===== src/rtl/inst_mem_rom.sv =====
// Read-only RV32I instruction memory: combinational fetch of a fixed program, plus
// misaligned/out-of-range detection and a sticky fault flag that only reset clears.
module inst_mem_rom #(
  parameter int unsigned DEPTH_WORDS = 1024,
  parameter logic [31:0] NOP_INSTR   = 32'h0000_0013
) (
  input  logic        clk,
  input  logic        reset,
  input  logic [31:0] PC,
  output logic [31:0] Instruction_Code,
  output logic        misaligned,
  output logic        out_of_range,
  output logic        fault_sticky
);

  // One extra bit so the byte limit never wraps, whatever DEPTH_WORDS is.
  localparam logic [32:0] BYTE_LIMIT = 33'(DEPTH_WORDS) << 2;

  logic [29:0] word_addr;
  logic [31:0] rom_word;

  assign word_addr    = PC[31:2];
  assign misaligned   = (PC[1:0] != 2'b00);
  assign out_of_range = ({1'b0, PC} >= BYTE_LIMIT);

  // NOTE: rom_word is given a default before the case so no path leaves it unassigned,
  // which keeps this block purely combinational instead of inferring a latch.
  always_comb begin
    rom_word = NOP_INSTR;
    case (word_addr)
      30'd0:   rom_word = 32'h0080_1083; // lh   x1, 8(x0)
      30'd1:   rom_word = 32'h0010_1623; // sh   x1, 12(x0)
      30'd2:   rom_word = 32'h4020_81B3; // sub  x3, x1, x2
      30'd3:   rom_word = 32'h0020_E233; // or   x4, x1, x2
      30'd4:   rom_word = 32'h0050_F293; // andi x5, x1, 5
      30'd5:   rom_word = 32'h0020_D333; // srl  x6, x1, x2
      30'd6:   rom_word = 32'h0051_0463; // beq  x2, x5, +8
      default: rom_word = NOP_INSTR;
    endcase
  end

  // Illegal fetches must never leak program words into the pipeline.
  assign Instruction_Code = (misaligned || out_of_range) ? NOP_INSTR : rom_word;

  // NOTE: sequential state uses non-blocking assignments so every flop samples
  // pre-edge values regardless of block ordering.
  always_ff @(posedge clk or negedge reset) begin
    if (!reset) begin
      fault_sticky <= 1'b0;
    end else if (misaligned || out_of_range) begin
      fault_sticky <= 1'b1;
    end
  end

endmodule


===== config.mk =====
export PLATFORM = sky130hd
export DESIGN_NAME = inst_mem_rom
export DESIGN_NICKNAME = d
export VERILOG_FILES = /design/src/rtl/inst_mem_rom.sv
export SDC_FILE = /design/constraint.sdc
export NUM_CORES = 1
export LEC_CHECK = 0
export ABC_AREA = 0
export CAP_MARGIN = 20
export CORE_MARGIN = 4
export CORE_UTILIZATION = 27
export CTS_BUF_LIST = sky130_fd_sc_hd__clkbuf_16
export CTS_CLUSTER_DIAMETER = 150
export DETAILED_ROUTE_END_ITERATION = 7
export PLACE_DENSITY_LB_ADDON = 0.12
export SYNTH_ARGS = -nofsm -noshare
export SYNTH_HDL_FRONTEND = slang
export SYNTH_SLANG_ARGS = --single-unit

===== constraint.sdc =====
create_clock -name clk -period 4.2 [get_ports clk]
set_input_delay 0.84 -clock clk [delete_from_list [all_inputs] [get_ports clk]]
set_output_delay 0.84 -clock clk [all_outputs]
set_load 0.05 [all_outputs]

==> results.toml <==
[die]
dieArea_mm2 = 0.002700
die_w_um = 51.96
num_io_pins = 69
die_h_um = 51.96
rows = 15
initial_core_util_pct = 29.26
core-area_mm2 = 0.001783

[sta]
worstMarginPinSlew_ns = 0.5905
slew_headroom_pct = 60.08
setup_viol = 0
grt_setup_unrepaired = "no"
finalCritPeriodShare_pct = 85.30
hold_violations = 0
fin_skew_ns = 0
fin_tns_setup_ns = 0
finalMaxSlewViolations = 0
max_clock_freq_ghz = 0.2791
min_period_ns = 3.583

[detailed_routing]
drt_first_pass_iters = 2
drcViolationCount = 0
wl_per_cell_um = 11.48
num_vias = 660
drt-total-wl_um = 1688
vias_per_cell = 4.490
first_iter_violations = 1
ant_nets = 0

[worst_setup_path]
crit_chain = "clkdlybuf4s50_1 -> nor4_4 -> nand4_4 -> buf_4 -> nor4b_1 -> buf_12"
crit_type = "in2out"
cp_max_fo = 17
endpoint_kind = "output pin"
arrival_ns = 2.74
crit_buf_inv = 3
crit_required_ns = 3.36
slowest_delay_ns = 0.56
ff2ff_path_depth = 1
timing.critical_path.slowest_stage_cell = "nor4b_1"
crit_cells = 6
cp_top_family = "simple AND/OR/NAND/NOR gates"
cp-start-kind = "input pin"

[yosys]
yosysTopAreaCellShare_pct = 23.02
synth_seq_cells = 1
synth_warnings = 0
synth.distinct_cells = 28
netlist_instances = 75
synth-async-reset-ratio_pct = 100.0
ys.flop_type = "dfrtp_1"
avgSynthCellArea_um2 = 6.957
synthTopCellsByArea = "buf_4 (23%), nor3_1 (11%), nor4_2 (7.2%)"
synth-seq-area-share_pct = 4.796
synth_largest_area_cell = "buf_4"
netlist_area_um2 = 521.8
synth_edf_count = 0

[final_layout]
n_antenna_cell = 0
finalNonFillerCells = 147
area_growth_pct = 101.4
register_area_um2 = 25.02
multi_input_area_um2 = 404.1
fillers = 170
regMostFlops = "fault_sticky"
reg_top3 = "fault_sticky (1)"
largest_register_ff_count = 1
fin_nets = 158
final_layout_size_suffix_gt1_share_pct = 20.49

[clock_tree]
post-cts-setup-buffers = 0
clk_pin_slew_ns = 0
cts_resized = 0
clock_latency_ns = 0
ctsHoldBuffers = 0

[placed_design]
gp_congestion = 0.6860
port_buffers = 53
dp_hpwl_um = 1496
placed_cells = 147

[power]
p_leak_nw = 0.3894
power_density_mw_per_mm2 = 87.56
peakVddDrop_mv = 0.04557

[global_routing]
grtUsageTotal_pct = 11.57
grt_max_degree = 18
overflow = 0
grt_pass1_wl_um = 2559
antenna_found_initial = 0
grt_pass1_vias = 624

[min_path]
hold_class = "reg2reg"
hold_depth = 1

[flow_run]
cap_violations = 0

[status]
status = "finished, final reports clean"
[where the power goes]
group | internal [mW] | switching [mW] | total [mW]
sequential | 0.00981 | 0 | 0.00981
clock | 0 | 0 | 0
combinational | 0.0345 | 0.0477 | 0.0822
[placed cells by master (no fill, tap or decap)]
cell type / synthesis / routed
a21o_1: 1 / 1
nor4_1: 5 / 5
mux2i_1: 2 / 2
nand4_1: 1 / 1
buf_12: 0 / 7
or2_2: 1 / 1
conb_1: 2 / 15
or4_1: 1 / 1
nor3_1: 11 / 11
nand2_1: 2 / 2
buf_4: 16 / 12
clkdlybuf4s50_1: 0 / 36
nor4_2: 3 / 3
nor2_1: 5 / 5
a21oi_1: 3 / 3
nand3_1: 1 / 1
nand4_4: 1 / 1
or3_1: 1 / 1
nor4b_1: 1 / 1
nor3b_1: 2 / 2
or2_1: 1 / 1
nand3b_1: 1 / 1
o21ai_0: 2 / 2
nor2b_1: 4 / 4
dfrtp_1: 1 / 1
nor4_4: 1 / 1
or3b_1: 1 / 1
[metrics by stage]
stage | area, um2 | hold slack, ns | util, % | total power [mW] | setup WS (ns)
finish | 1051 | 0.4638 | 58.95 | 0.09203 | 0.6174
global route | 1051 | 0.4847 | 58.95 | 0.09784 | 0.4817
CTS | 1051 | 0.4761 | 58.95 | 0.09192 | 0.5921
detailed placement | 1051 | 0.4761 | 58.95 | 0.09180 | 0.6164
global placement | 1051 | 0.4611 | 58.95 | 0.09123 | 0.6143
floorplan | 570.5 | 0.5444 | - | 0.06692 | 0.2699
[metal layers]
layer	share of wire, %	up-vias	routed length, um	track usage (%)
met5	0	-	0	0
met4	0	0	0	0
met3	12	0	208	2.865
met2	53	33	890	21.55
met1	35	292	589	13.97
li1	-	335	-	-
[logic make-up (layout without fill, tap and decap cells)]
family	Yosys count	count (layout)	share of synthesized area [%]
compound gates	6	6	6.235
buf+inv	21	55	27.10
flops	1	1	4.795
mux	2	2	3.837
other cells	2	15	1.439
simple gates	43	43	56.60
[cell usage after synthesis, drive strengths merged (2+ instances only)]
| library cell | instances |
|---|---|
| mux2i | 2 |
| nand2 | 2 |
| nor2b | 4 |
| nor4 | 9 |
| o21ai | 2 |
| nor3 | 11 |
| nand4 | 2 |
| nor3b | 2 |
| or2 | 2 |
| conb | 2 |
| nor2 | 5 |
| a21oi | 3 |
| buf | 19 |
| clkbuf | 2 |
[layout make-up]
class                           instances  share of cell area, %
Timing Repair Buffer                   55                  56.19
Multi-Input combinational cell         66                  38.45
Tap cell                               25                  2.976
Sequential cell                         1                  2.381
[worst paths after layout]
kind	startpoint	to	slack, ns
max reg2reg	fault_sticky	fault_sticky	3.20
max	PC[20]	Instruction_Code[30]	0.62
min	fault_sticky	fault_sticky	0.46
min reg2reg	fault_sticky	fault_sticky	0.46
max in group asynchronous	reset	fault_sticky	3.11
min in group asynchronous	reset	fault_sticky	0.99
No activity file was read; power rests on OpenSTA's default activity.
